[config.mk]
export PLATFORM = sky130hd
export DESIGN_NAME = stunir_call_initiator
export DESIGN_NICKNAME = d
export VERILOG_FILES = /design/src/rtl/stunir_call_pkg.sv /design/src/rtl/stunir_call_timer.sv /design/src/rtl/stunir_call_initiator.sv
export SDC_FILE = /design/constraint.sdc
export NUM_CORES = 1
export LEC_CHECK = 0
export ABC_AREA = 1
export ABC_CLOCK_PERIOD_IN_PS = 1950
export CAP_MARGIN = 20
export CORE_MARGIN = 2
export CORE_UTILIZATION = 38
export CTS_CLUSTER_DIAMETER = 50
export DETAILED_ROUTE_END_ITERATION = 6
export PLACE_DENSITY = 0.81
export SKIP_CTS_REPAIR_TIMING = 1
export SYNTH_ARGS = -nofsm -noshare
export SYNTH_HDL_FRONTEND = slang
export SYNTH_HIERARCHICAL = 1
export SYNTH_SLANG_ARGS = --single-unit
[constraint.sdc]
create_clock -name clk -period 1.95 [get_ports clk]
set_input_delay 0.2925 -clock clk [delete_from_list [all_inputs] [get_ports clk]]
set_output_delay 0.2925 -clock clk [all_outputs]
set_load 0.05 [all_outputs]
[src/rtl/stunir_call_pkg.sv]
// Shared types for the generated-function call initiator.
// State encodings, status codes and result width.
package stunir_call_pkg;

    localparam int RESULT_W = 32;

    typedef enum logic [2:0] {
        IDLE  = 3'd0,
        START = 3'd1,
        ARM   = 3'd2,
        WAIT  = 3'd3,
        RESP  = 3'd4
    } state_t;

    typedef enum logic [1:0] {
        ST_OK      = 2'b00,
        ST_TIMEOUT = 2'b01,
        ST_BAD_SEL = 2'b10
    } status_t;

endpackage

[src/rtl/stunir_call_timer.sv]
// Call timeout counter covering the ARM and WAIT states.
// expired flags the last cycle a call may still complete.
module stunir_call_timer #(
    parameter int TIMEOUT = 1024,
    parameter int TO_W    = 11
) (
    input  logic clk,
    input  logic rst,
    input  logic clear,
    input  logic enable,
    output logic expired
);

    logic [TO_W-1:0] count_q;

    // Count cycles since the last clear while enabled.
    always_ff @(posedge clk) begin
        if (rst || clear) begin
            count_q <= '0;
        end else if (enable) begin
            count_q <= count_q + 1'b1;
        end
    end

    assign expired = (count_q == TO_W'(TIMEOUT - 1));

endmodule

[src/rtl/stunir_call_initiator.sv]
// Start/done/result handshake initiator for generated functions.
// One call in flight; reports OK, TIMEOUT or BAD_SEL per call.
module stunir_call_initiator
    import stunir_call_pkg::*;
#(
    parameter int NUM_CALLEES = 4,
    parameter int SEL_W       = 2,
    parameter int TIMEOUT     = 1024,
    parameter int TO_W        = 11
) (
    input  logic                            clk,
    input  logic                            rst,
    input  logic                            req_valid,
    output logic                            req_ready,
    input  logic [SEL_W-1:0]                req_sel,
    output logic                            rsp_valid,
    input  logic                            rsp_ready,
    output logic [SEL_W-1:0]                rsp_sel,
    output logic [RESULT_W-1:0]             rsp_result,
    output logic [1:0]                      rsp_status,
    output logic                            busy,
    output logic [NUM_CALLEES-1:0]          callee_start,
    input  logic [NUM_CALLEES-1:0]          callee_done,
    input  logic [NUM_CALLEES*RESULT_W-1:0] callee_result
);

    state_t              state_q, state_d;
    logic [SEL_W-1:0]    sel_q;
    logic [RESULT_W-1:0] result_q;
    status_t             status_q;

    logic                sel_ok;
    logic                load_req, cap_ok, cap_to;
    logic                cur_done;
    logic [RESULT_W-1:0] cur_res;
    logic                expired;

    assign sel_ok = 32'(req_sel) < 32'(NUM_CALLEES);

    stunir_call_timer #(
        .TIMEOUT (TIMEOUT),
        .TO_W    (TO_W)
    ) u_timer (
        .clk     (clk),
        .rst     (rst),
        .clear   (state_q == START),
        .enable  ((state_q == ARM) || (state_q == WAIT)),
        .expired (expired)
    );

    // Select the active callee's done/result and drive its start pulse.
    always_comb begin
        cur_done     = 1'b0;
        cur_res      = '0;
        callee_start = '0;
        for (int i = 0; i < NUM_CALLEES; i++) begin
            if (sel_q == SEL_W'(i)) begin
                cur_done        = callee_done[i];
                cur_res         = callee_result[i*RESULT_W +: RESULT_W];
                callee_start[i] = (state_q == START);
            end
        end
    end

    // State register.
    always_ff @(posedge clk) begin
        if (rst) begin
            state_q <= IDLE;
        end else begin
            state_q <= state_d;
        end
    end

    // Next state; a stale done is drained in ARM before WAIT looks at it.
    always_comb begin
        state_d  = state_q;
        load_req = 1'b0;
        cap_ok   = 1'b0;
        cap_to   = 1'b0;
        unique case (state_q)
            IDLE: begin
                if (req_valid) begin
                    load_req = 1'b1;
                    state_d  = sel_ok ? START : RESP;
                end
            end
            START: state_d = ARM;
            ARM: begin
                if (expired) begin
                    cap_to  = 1'b1;
                    state_d = RESP;
                end else if (!cur_done) begin
                    state_d = WAIT;
                end
            end
            WAIT: begin
                if (cur_done) begin
                    cap_ok  = 1'b1;
                    state_d = RESP;
                end else if (expired) begin
                    cap_to  = 1'b1;
                    state_d = RESP;
                end
            end
            RESP: begin
                if (rsp_ready) begin
                    state_d = IDLE;
                end
            end
            default: state_d = IDLE;
        endcase
    end

    // Response registers: select, result and status of the current call.
    always_ff @(posedge clk) begin
        if (rst) begin
            sel_q    <= '0;
            result_q <= '0;
            status_q <= ST_OK;
        end else if (load_req) begin
            sel_q    <= req_sel;
            result_q <= '0;
            status_q <= sel_ok ? ST_OK : ST_BAD_SEL;
        end else if (cap_ok) begin
            result_q <= cur_res;
            status_q <= ST_OK;
        end else if (cap_to) begin
            result_q <= '0;
            status_q <= ST_TIMEOUT;
        end
    end

    assign req_ready  = (state_q == IDLE) && !rst;
    assign rsp_valid  = (state_q == RESP);
    assign rsp_sel    = sel_q;
    assign rsp_result = result_q;
    assign rsp_status = status_q;
    assign busy       = (state_q != IDLE);

endmodule
Yosys cells after proc, flatten, opt, wreduce, memory -nomap -nowiden
Index checks and enable logic that the tools add are counted.
{ "word_totals": {"register_bits": 49, "inputBits": 138, "output_inout_bits": 43, "wordCells": 57} }
{ "op_classes": {"n_addsub": 1, "n_eq_ne": 12, "muxes": 28, "n_reduce_logical": 11} }
{ "ops": {"columns": ["operator", "n"], "rows": [
  ["32-bit two-way mux", 6],
  ["3-bit two-way mux", 6],
  ["3-bit case mux with 5 select lines", 1],
  ["1-bit two-way mux", 14],
  ["11-bit by 1-bit adder with 11-bit output, second input constant", 1],
  ["11-bit by 10-bit == test with 1-bit output, second input constant", 1],
  ["3-bit by 2-bit == test with 1-bit output, second input constant", 2],
  ["3-bit != test, second input constant", 2],
  ["2-bit == test, second input constant", 2],
  ["4-bit AND reduction", 1],
  ["3-bit by 1-bit == test with 1-bit output, second input constant", 1],
  ["3-bit == test, second input constant", 1],
  ["3-bit zero test", 1],
  ["3-bit nonzero test", 1],
  ["3-bit OR reduction", 1],
  ["2-bit by 1-bit == test with 1-bit output, second input constant", 1],
  ["2-bit zero test", 1],
  ["1-bit logical OR", 2],
  ["2-bit by 1-bit != test with 1-bit output, second input constant", 1],
  ["2-bit != test, second input constant", 1],
  ["1-bit case mux with 2 select lines", 1],
  ["2-bit nonzero test", 1],
  ["2-bit OR reduction", 1],
  ["1-bit logical AND", 1],
  ["1-bit zero test", 1]
]} }

Longest topological paths before layout
Gate-level depths: netlist of run 1.
{ "logic_depth": {"ltp_word": 9, "depth_mapped": 9, "ltp_nobuf": 9} }

Modules after synthesis
Netlist of run 1, hierarchy kept.
{ "modules_own_cells": {"columns": ["module", "instances", "cells_per_inst", "area_each_um2", "seq_area_each_um2"], "rows": [
  ["stunir_call_initiator", 1, 396, 2486.1, 760.7],
  ["stunir_call_timer", 1, 73, 526.8, 220.2]
]} }

Worst setup path after synthesis of run 1
No wires, ideal clock.
{ "synth_timing": {"path_type": "reg-to-output", "start": "reg sel_q[1] (netlist: rsp_sel[1])", "end": "out callee_start[2]", "arrival_ns": 2.218, "required_time_ns": 1.657, "slack_ns": -0.560, "stages_incl_launch_ff": 5, "path_buffers": 2, "path_cell_list": "dfxtp_1 inv_2 buf_4 buf_2 nor3_1"} }
{ "synth_via": {"elab_chain_len": 2} }
{ "synth_lines": {"columns": ["item", "line_no", "source"], "rows": [
  ["start, declared", "stunir_call_initiator.sv:28", "logic [SEL_W-1:0] sel_q;"],
  ["start signal, assigned", "stunir_call_initiator.sv:121", "sel_q <= req_sel;"],
  ["2-bit == test", "stunir_call_initiator.sv:57", "if (sel_q == SEL_W'(i)) begin"],
  ["1-bit two-way mux", "stunir_call_initiator.sv:57", null],
  ["end, declared", "stunir_call_initiator.sv:22", "output logic [NUM_CALLEES-1:0] callee_start,"]
]} }
No other way between the ends.

Worst setup path in the final report of run 1
{ "layout_timing": {"start": "reg sel_q[0] (netlist: rsp_sel[0])", "end": "out callee_start[1]"} }
{ "layout_via": {"elab_chain_len": 2} }
{ "layout_lines": {"columns": ["item", "line_no"], "rows": [
  ["2-bit by 1-bit == test with 1-bit output", "stunir_call_initiator.sv:57"],
  ["1-bit two-way mux", "stunir_call_initiator.sv:57"]
]} }
No other way between the ends.

==> results of run 1 <==
routing by layer:
layer | part of all wire (%) | wire [um] | vias up | global-route usage (%)
met4 | 2.3 | 259 | 0 | 7.84
li1 | - | - | 1916 | -
met5 | 0 | 0 | - | 0
met3 | 6.7 | 747 | 22 | 5.00
met1 | 39 | 4340 | 1824 | 26.9
met2 | 52 | 5750 | 133 | 47.6
synth_stat cells (3+ instances only):
cell	count	area (sq um)
o21ai_0	51	255
nand2_1	131	492
buf_4	5	37.5
buf_6	4	45.0
a21oi_1	40	200
o211ai_1	17	128
o2bb2ai_1	8	70.1
nand2_4	3	33.8
nor2_1	41	154
nor3_1	8	40.0
nand3_1	47	235
dfxtp_1	49	981
buf_2	17	85.1
inv_1	26	97.6
stage by stage:
step / setup WS [ns] / total power, mW
final: 0.0975 / 3.06
after global routing: -0.0323 / 3.23
after CTS: -0.0482 / 3.06
after detailed placement: 0.161 / 2.46
after global placement: 0.179 / 2.44
after floorplan: 0.0227 / 1.87
cells by family (layout without fill, tap and decap cells):
kind of cell	Yosys count	in the layout	share of synthesized area, %
other	1	1	0.124
adders and majority gates	1	1	0.415
and+or+nand+nor	240	240	34.3
xor gates and xnor gates	2	2	0.582
DFF	49	49	32.6
AOI/OAI and AO/OA	120	120	22.7
buffers and inverters	56	230	9.34
worst max-delay path by stage:
stage                    start              end  slack, ns  cells past startpoint
detailed placement  rsp_sel[0]   rsp_result[19]       0.16                      8
CTS                 state_q[0]  callee_start[3]      -0.05                      5
floorplan           state_q[0]        req_ready       0.02                      3
finish              rsp_sel[0]  callee_start[1]        0.1                      4
global placement    rsp_sel[0]   rsp_result[19]       0.18                      8
global route        state_q[0]  callee_start[2]      -0.03                      5
state kept, by name (all words and copies together) (netlist names):
register,count
rsp_result,32
state_q,3
rsp_sel,2
u_timer/count_q,11
rsp_status,1
power groups by stage:
stage	clock (mW)	sequential [mW]	combinational [mW]
finish	0.604	1.08	1.37
detailed placement	0	1.10	1.36
CTS	0.615	1.08	1.36
global placement	0	1.10	1.34
floorplan	0	1.15	0.719
global route	0.653	1.09	1.49
placed cells by master, fill, tap and decap left out:
cell type          n
nor3_2             1
inv_2              1
nor2_2             5
conb_1             1
nand2_1          131
clkinv_4           2
a21oi_1           40
nor3_1             6
a211oi_1           1
inv_1             26
nand4_1            1
clkbuf_8           5
nand3b_1           2
xor2_1             1
and3_2             1
clkinv_2           2
a31oi_1            1
dfxtp_2            2
or2_2              1
xnor2_1            1
o21ai_0           51
ha_1               1
nand2_2            1
buf_12             7
nor3_4             1
o211ai_1          17
buf_4             16
nor2_1            37
o21ai_2            1
a21oi_2            1
clkdlybuf4s50_1  170
o2bb2ai_1          8
dfxtp_1           47
nand2_4            3
nand4_2            1
dlymetal6s2s_1     1
nor2_4             2
nand3_1           47
cell type report:
class,instances,area [sq um],share of cell area [%]
Tap cell,102,128,2.52
Timing Repair Buffer,194,1970,39.0
Inverter,28,106,2.10
Clock buffer,5,68.8,1.36
Multi-Input combinational cell,364,1780,35.2
Sequential cell,49,983,19.4
Clock inverter,3,22.5,0.445
worst max-delay path, stage by stage (launching register included):
cell and delay (ns):
dfxtp_2 0.45, buf_4 0.30, nand2_4 0.20, nor2_4 0.17
buf_12 0.14
==> insert_results.sql, run 1 <==
INSERT INTO impl_metrics (metric_group, metric, value, unit) VALUES
('layout', 'fillers', '696', ''),
('synthesis', 'prevailing_post_synth_register_cell', 'dfxtp_1', ''),
('route', 'drt_pass1_iterations', '5', ''),
('clock_tree', 'worst_setup_hold_path_clk_slew', '0.08', 'ns'),
('synthesis', 'synth.distinct_cells', '33', ''),
('hold_path', 'whs_endpoint', 'rsp_result[18]', ''),
('power', 'power.clock.fraction', '19.8', '%'),
('layout', 'postLayoutCoreUtil', '65.9', '%'),
('clock_tree', 'cts_made_buffers', '5', ''),
('synthesis', 'syn_inst', '469', ''),
('route', 'post_drt_via_cell_ratio', '5.23', ''),
('clock_tree', 'ctsLongestPathBuffers', '2', ''),
('critical_path', 'crit_path_end_kind', 'output pin', ''),
('critical_path', 'rrSetupSlack', '0.18', 'ns'),
('critical_path', 'critPathArrivalTime', '1.56', 'ns'),
('route', 'num_vias', '3895', ''),
('run_status', 'run_status', 'completed', ''),
('power', 'maximum_resistive_drop_on_vdd', '505', 'uV'),
('critical_path', 'crit_path_max_fanout', '20', ''),
('die', 'placeableCoreArea', '0.00769', 'sq mm'),
('synthesis', 'async_flop_share', '0', '%'),
('clock_tree', 'clock_tree_from_tritoncts', 'done', ''),
('synthesis', 'synth-seq-cells', '49', ''),
('critical_path', 'worst-endpoint-required', '1.66', 'ns'),
('placement', 'place_congestion', '0.890', ''),
('timing', 'final_period_minus_worst_setup_slack', '1.85', 'ns'),
('power', 'power.net_switching', '1.16', 'mW'),
('timing', 'timing.setup.tns', '0', 'ns'),
('synthesis', 'synthesis.nets', '608', ''),
('clock_tree', 'clk-insertion-delay-late', '0.30', 'ns'),
('global_route', 'global_route.usage.total', '24.7', '%'),
('hold_path', 'worst_hold_path_type', 'reg -> reg', ''),
('timing', 'hold_violations', '0', ''),
('route', 'postRouteAntennaNets', '0', ''),
('layout', 'final_area', '0.00506', 'sq mm'),
('critical_path', 'worst_r2r_startpoint', 'u_timer/count_q[6]', ''),
('synthesis', 'ys_warn_count', '6', ''),
('placement', 'dp.final_hpwl', '8.45', 'mm'),
('global_route', 'first_global_vias', '3756', ''),
('layout', 'antenna_cells_inserted', '0', ''),
('die', 'die_height', '93.0', 'um'),
('route', 'routed_wirelength', '11.1', 'mm'),
('synthesis', 'synth_area', '0.00301', 'sq mm'),
('timing', 'maxSlewViolCount', '0', ''),
('layout', 'final_cell_count_no_fill', '745', ''),
('timing', 'fmaxAchievable', '0.540', 'GHz'),
('clock_tree', 'htree_levels', '2', ''),
('critical_path', 'timing.rr.end', 'rsp_status[0]', ''),
('clock_tree', 'numClockSinks', '49', ''),
('run', 'maxCapViolations', '0', ''),
('timing', 'tightestPinTransition', '0.553', 'ns'),
('synthesis', 'synth.yosys.seq_area_share', '32.6', '%'),
('global_route', 'grt_start_max_net_pins', '35', ''),
('timing', 'max_clock_skew', '0.0136', 'ns'),
('route', 'route.detailed.wl_per_inst', '14.9', 'um'),
('critical_path', 'reg2regPathDepth', '8', ''),
('die', 'num_rows', '32', ''),
('timing', 'setup_viol', '0', ''),
('power', 'share_of_power_burned_in_registers', '35.4', '%'),
('clock_tree', 'root_buffer', 'clkbuf_8', ''),
('layout', 'finalNetCount', '781', ''),
('hold_path', 'hold-path-cell-count', '2', ''),
('timing', 'hold-worst-slack', '0.485', 'ns'),
('critical_path', 'crit_type', 'reg -> out', ''),
('die', 'floorplan.initialDensity', '39.2', '%'),
('route', 'route.detailed.drc', '0', ''),
('power', 'leakage', '1.89', 'nW'),
('hold_path', 'min-delay-start', 'rsp_result[18]', ''),
('synthesis', 'synthesis.area_per_instance', '6.42', 'sq um'),
('global_route', 'grt.overflow.total', '0', ''),
('placement', 'post_dp_cell_area', '0.00496', 'sq mm');
Power figures use the tool's default switching activity.
==> inputs of run 2 (changes only) <==
==> constraint.sdc (replaced) <==
create_clock -name clk -period 1.95 [get_ports clk]
set_input_delay 0.39 -clock clk [delete_from_list [all_inputs] [get_ports clk]]
set_output_delay 0.39 -clock clk [all_outputs]
set_load 0.05 [all_outputs]
==> insert_results.sql, run 2 (same netlist as run 1, synthesis figures left out) <==
INSERT INTO impl_metrics (metric_group, metric, value, unit) VALUES
('route', 'postRouteAntennaNets', '0', ''),
('die', 'placeableCoreArea', '0.00769', 'sq mm'),
('critical_path', 'critical_path_buf_inv_count', '2', ''),
('critical_path', 'crit_path_max_incr_delay', '0.38', 'ns'),
('die', 'die_height', '93.0', 'um'),
('timing', 'fmaxAchievable', '0.514', 'GHz'),
('layout', 'antenna_cells_inserted', '0', ''),
('clock_tree', 'ctsLongestPathBuffers', '2', ''),
('route', 'drt_first_iter_violations', '179', ''),
('run_status', 'run_status', 'completed', ''),
('die', 'num_rows', '32', ''),
('power', 'maximum_resistive_drop_on_vdd', '608', 'uV'),
('placement', 'io_buffers', '179', ''),
('global_route', 'antenna_found_initial', '0', ''),
('layout', 'final_cell_count_no_fill', '749', ''),
('layout', 'flow.area_growth_from_synthesis', '68.4', '%'),
('layout', 'finalNetCount', '785', ''),
('timing', 'tightestPinTransition', '0.532', 'ns'),
('timing', 'period_share', '99.8', '%'),
('power', 'leakage', '1.90', 'nW'),
('clock_tree', 'cts_made_buffers', '5', ''),
('layout', 'largest_register_ff_count', '32', ''),
('placement', 'post_dp_cell_area', '0.00499', 'sq mm'),
('global_route', 'first_global_vias', '3753', ''),
('placement', 'place_congestion', '0.871', ''),
('clock_tree', 'worst_setup_hold_path_clk_slew', '0.08', 'ns'),
('run', 'maxCapViolations', '0', ''),
('timing', 'setup_viol', '0', ''),
('layout', 'layout.cells.most_common_list', '168 x clkdlybuf4s50_1, 131 x nand2_1, 51 x o21ai_0, 47 x nand3_1, 47 x dfxtp_1', ''),
('clock_tree', 'clock_tree_from_tritoncts', 'done', ''),
('global_route', 'global_route_wire_length_before_repair', '17.1', 'mm'),
('route', 'drt_pass1_iterations', '4', ''),
('route', 'num_vias', '3783', ''),
('clock_tree', 'numClockSinks', '49', ''),
('layout', 'final_common_cell', 'clkdlybuf4s50_1', ''),
('die', 'floorplan.initialDensity', '39.2', '%'),
('timing', 'hold_violations', '0', ''),
('route', 'routed_wirelength', '10.8', 'mm'),
('die', 'design.die.area', '0.00866', 'sq mm'),
('hold_path', 'worst_hold_path_type', 'reg -> reg', ''),
('route', 'route.detailed.wl_per_inst', '14.4', 'um'),
('die', 'boundaryPins', '181', ''),
('layout', 'layout-drive-gt1-share', '8.96', '%'),
('power', 'cellPowerDensity', '597', 'mW/mm^2'),
('timing', 'maxSlewViolCount', '0', ''),
('timing', 'final_period_minus_worst_setup_slack', '1.95', 'ns'),
('timing', 'max_clock_skew', '0.00522', 'ns'),
('critical_path', 'critPathArrivalTime', '1.56', 'ns'),
('global_route', 'global_route.usage.total', '24.2', '%'),
('route', 'post_drt_via_cell_ratio', '5.05', ''),
('global_route', 'grt_start_max_net_pins', '33', ''),
('critical_path', 'rrSetupSlack', '0.19', 'ns'),
('timing', 'maxSlewHeadroom', '64.4', '%'),
('global_route', 'grt.overflow.total', '0', ''),
('critical_path', 'crit_type', 'reg -> out', ''),
('critical_path', 'crit_path_end_kind', 'output pin', ''),
('clock_tree', 'clk-insertion-delay-late', '0.29', 'ns'),
('critical_path', 'timing.critical_path.slowest_stage_cell', 'dfxtp_2', ''),
('clock_tree', 'htree_levels', '2', ''),
('critical_path', 'timing.critical_path.max_delay_family', 'buffers and inverters', ''),
('die', 'fp.dieW', '93.0', 'um'),
('timing', 'rsz0062_at_grt', 'yes', ''),
('critical_path', 'critical_path.startpoint_type', 'flip-flop', ''),
('route', 'route.detailed.drc', '0', ''),
('critical_path', 'crit_path_max_fanout', '9', ''),
('clock_tree', 'root_buffer', 'clkbuf_8', ''),
('layout', 'final_area', '0.00507', 'sq mm'),
('critical_path', 'crit_path_cell_trace', 'nor2_1, inv_1, nor2_2, buf_4', ''),
('placement', 'place_inst', '741', ''),
('critical_path', 'worst-endpoint-required', '1.56', 'ns'),
('placement', 'dp.final_hpwl', '8.61', 'mm');
[run 2: metrics by stage]
stage | power [mW] | hold WS, ns | utilization (%) | setup TNS, ns | worst slack (ns)
floorplan | 1.87 | 0.448 | - | -0.0396 | -0.0396
global placement | 2.46 | 0.464 | 64.9 | 0 | 0.0572
detailed placement | 2.48 | 0.468 | 64.9 | -0.0421 | -0.0237
CTS | 3.04 | 0.485 | 65.9 | -0.176 | -0.0997
global route | 3.20 | 0.502 | 66.0 | -0.0673 | -0.0399
finish | 3.03 | 0.483 | 66.0 | 0 | 0.00320
[run 2: where the power goes]
part           switching, mW  internal [mW]  total (mW)
clock                  0.312          0.255       0.567
sequential            0.0369           1.04        1.07
combinational          0.765          0.625        1.39
total                   1.11           1.92        3.03
[run 2: metal layers]
metal | up-vias | track usage, % | part of all wire (%)
met5 | - | 0 | 0
li1 | 1915 | - | -
met1 | 1735 | 30.3 | 43
met2 | 120 | 42.8 | 49
met4 | 0 | 7.23 | 1.4
met3 | 13 | 3.87 | 6.1
[run 2: cell type report]
cell class	instances	area, sq um
Inverter	28	108
Multi-Input combinational cell	364	1780
Fill cell	690	2610
Tap cell	102	128
Timing Repair Buffer	198	1990
Clock buffer	8	80.1
Sequential cell	49	983
[run 2: worst register-to-register path, stage by stage (launching register included)]
cell and delay, ns:
dfxtp_1 0.41, nand2_1 0.13, nor3_1 0.26, and3_2 0.28, nand2_1 0.08, buf_4 0.21
a21oi_1 0.21, nor2_1 0.06, nor2_1 0.07
[run 2: worst paths after layout]
path | to | from | cells past startpoint
setup / recovery | callee_start[0] | rsp_sel[0] | 4
hold / removal | rsp_result[28] | rsp_result[28] | 2
setup reg to reg | rsp_status[0] | u_timer/count_q[7] | 8
hold reg to reg | rsp_result[28] | rsp_result[28] | 2
==> RTL change (config.mk and constraints of run 2) <==
Set the parameter `NUM_CALLEES` to 2 (it was 4).
--- a/src/rtl/stunir_call_initiator.sv
+++ b/src/rtl/stunir_call_initiator.sv
@@ -3,7 +3,7 @@
 module stunir_call_initiator
     import stunir_call_pkg::*;
 #(
-    parameter int NUM_CALLEES = 4,
+    parameter int NUM_CALLEES = 2,
     parameter int SEL_W       = 2,
     parameter int TIMEOUT     = 1024,
     parameter int TO_W        = 11
Ports: changed (resized callee_done, callee_result and callee_start); port bits go from 181 to 113. No check against the original RTL was run, so the function may have changed too.
==> RTL change against run 2 <==
Clock power up 13%; worst setup slack better by 52 ps; area after synthesis down 2.0%; sequential cell count up 1; final area down 15%; register-to-register slack worse by 80 ps; sequential power up 15%; critical path depth down 3; cell count down 19%; non-clock buffer count down 73; wire length down 18%; count of clock-buffer cells in the layout down 3; power up 26%; largest cell class is now multi-input combinational cells; largest power group unchanged; highest routed layer unchanged.
==> RTL change: results (changes against run 2) <==
leak pwr = 0.00171 uW (-9.7%)
MaxCap Viol Count = 0 (unchanged)
skew final = 11.0 ps (+5.82 ps)
drt wl/cell = 14.6 um (+1.1%)
vias in the first global route = 3141 (-16%)
share of layout cells above drive strength 1 = 18.6% (+9.6 points)
RePlAce Congestion = 0.883 (+1.4%)
Synth area leaders = dfxtp_1 34%, nand3_1 13%, nand2_1 11%, a21oi_2 9.5%, nand4_1 7.0%
CTS root buf = clkbuf_8
CP Max Fanout = 2 (-7)
Yosys cell types = 35 (+6.1%)
Clock Path Buffers = 2 (unchanged)
status = finished, final reports clean
Seq/Total Area, Yosys = 33.9% (+1.4 points)
worst hold path class = reg2reg
worst vdd ir = 0.000915 V (+51%)
Worst path slowest cell = clkdlybuf4s50_1
crit path DAT = 1500 ps (-60 ps)
Antenna Cells = 0 (unchanged)
asr flop ratio synth = 0% (unchanged)
Worst-Skew Late Latency = 310 ps (+20 ps)
Setup WS pre-CTS = 34.1 ps (+57.8 ps)
vias per std cell = 5.24 (+3.7%)
gr usage total = 20.8% (-3.5 points)
first-pass GRT wire length = 14.5 mm (-15%)
Synthesized Nets = 476 (-22%)
port bufs = 112 (-37%)
initial drt markers = 119 (-34%)
top post-synthesis cells by count = 89 x nand2_1, 75 x nand3_1, 50 x dfxtp_1
clk slew on worst S/H paths = 110 ps (+30 ps)
htree depth = 2 (unchanged)
DP Wirelength = 6.54 mm (-24%)
largest net degree at the start of global routing = 46 (+39%)
drt first pass iters = 4 (unchanged)
initial antenna violation count = 0 (unchanged)
# fillers = 698 (+1.2%)
max FFs per register = 32 (unchanged)
worst slew pin tran = 559 ps (+27.7 ps)
Pint = 2100 uW (+9.9%)
max incr delay on CP = 830 ps (+450 ps)
YS warnings = 6 (unchanged)
delay-heaviest family, CP = buffers and inverters
TritonCTS Buffers = 5 (unchanged)
final net count = 578 (-26%)
top_reg_cell synth = dfxtp_1
-- RTL change: cell type report --
class                      count  area, sq um  area share (%)
tap                          102          128            2.94
sequential                    50         1000            23.2
clock inverter                 3         26.3           0.606
inverter                      26          109            2.51
multi-input combinational    297         1700            39.2
clock buffer                   5         68.8            1.59
timing repair buffer         125         1300            30.0
-- RTL change: power groups by stage --
stage | combinational [uW] | sequential [uW] | clock, uW
floorplan | 1260 | 1260 | 0
global placement | 1920 | 1250 | 0
detailed placement | 1950 | 1240 | 0
CTS | 1960 | 1220 | 653
global route | 2120 | 1240 | 702
finish | 1950 | 1230 | 639
-- RTL change: metal layers --
layer	track usage, %	part of all wire, %	vias to the layer above
li1	-	-	1576
met1	24.8	42	1482
met2	36.6	49	115
met3	5.18	7.9	10
met4	6.59	1.3	0
met5	0	0	-
-- RTL change: through the flow --
stage	hold WS [ps]	cells	setup TNS (ps)	area, sq um
3_5_place_dp	468	600	0	4220
5_1_grt	521	608	0	4340
6_report	498	608	0	4340
3_3_place_gp	459	600	0	4220
4_1_cts	496	608	-194	4310
2_1_floorplan	448	403	-36.2	2980
-- RTL change: final timing paths --
check | from | end | slack [ps] | cells past startpoint
setup / recovery | rsp_result[10]$_SDFFE_PP0P_ | rsp_result[10] | 60 | 1
hold / removal | rsp_status[0]$_SDFFE_PP0P_ | rsp_status[0]$_SDFFE_PP0P_ | 500 | 2
setup reg to reg | u_timer/count_q[7]$_SDFFE_PP0P_ | rsp_status[1]$_SDFFE_PP0P_ | 110 | 7
hold reg to reg | rsp_status[0]$_SDFFE_PP0P_ | rsp_status[0]$_SDFFE_PP0P_ | 500 | 2
-- RTL change: kinds of logic (layout without fill, tap and decap cells) --
logic type	count (synthesis)	after routing	share of synthesized area, %
flip-flops	50	50	33.9
AND/OR/NAND/NOR	243	243	42.1
buffers and inverters	56	159	9.92
adder cells (fa/ha/maj)	1	1	0.424
AO/OA/AOI/OAI	51	51	13.1
XOR/XNOR	2	2	0.594
-- RTL change: worst reg2reg max path, cell delays in order (launching register included) --
cell	delay, ps
dfxtp_1	410
nand2_1	140
nor3_2	270
and3_4	300
nand4_4	110
buf_4	250
nand2_1	150
o22ai_1	90
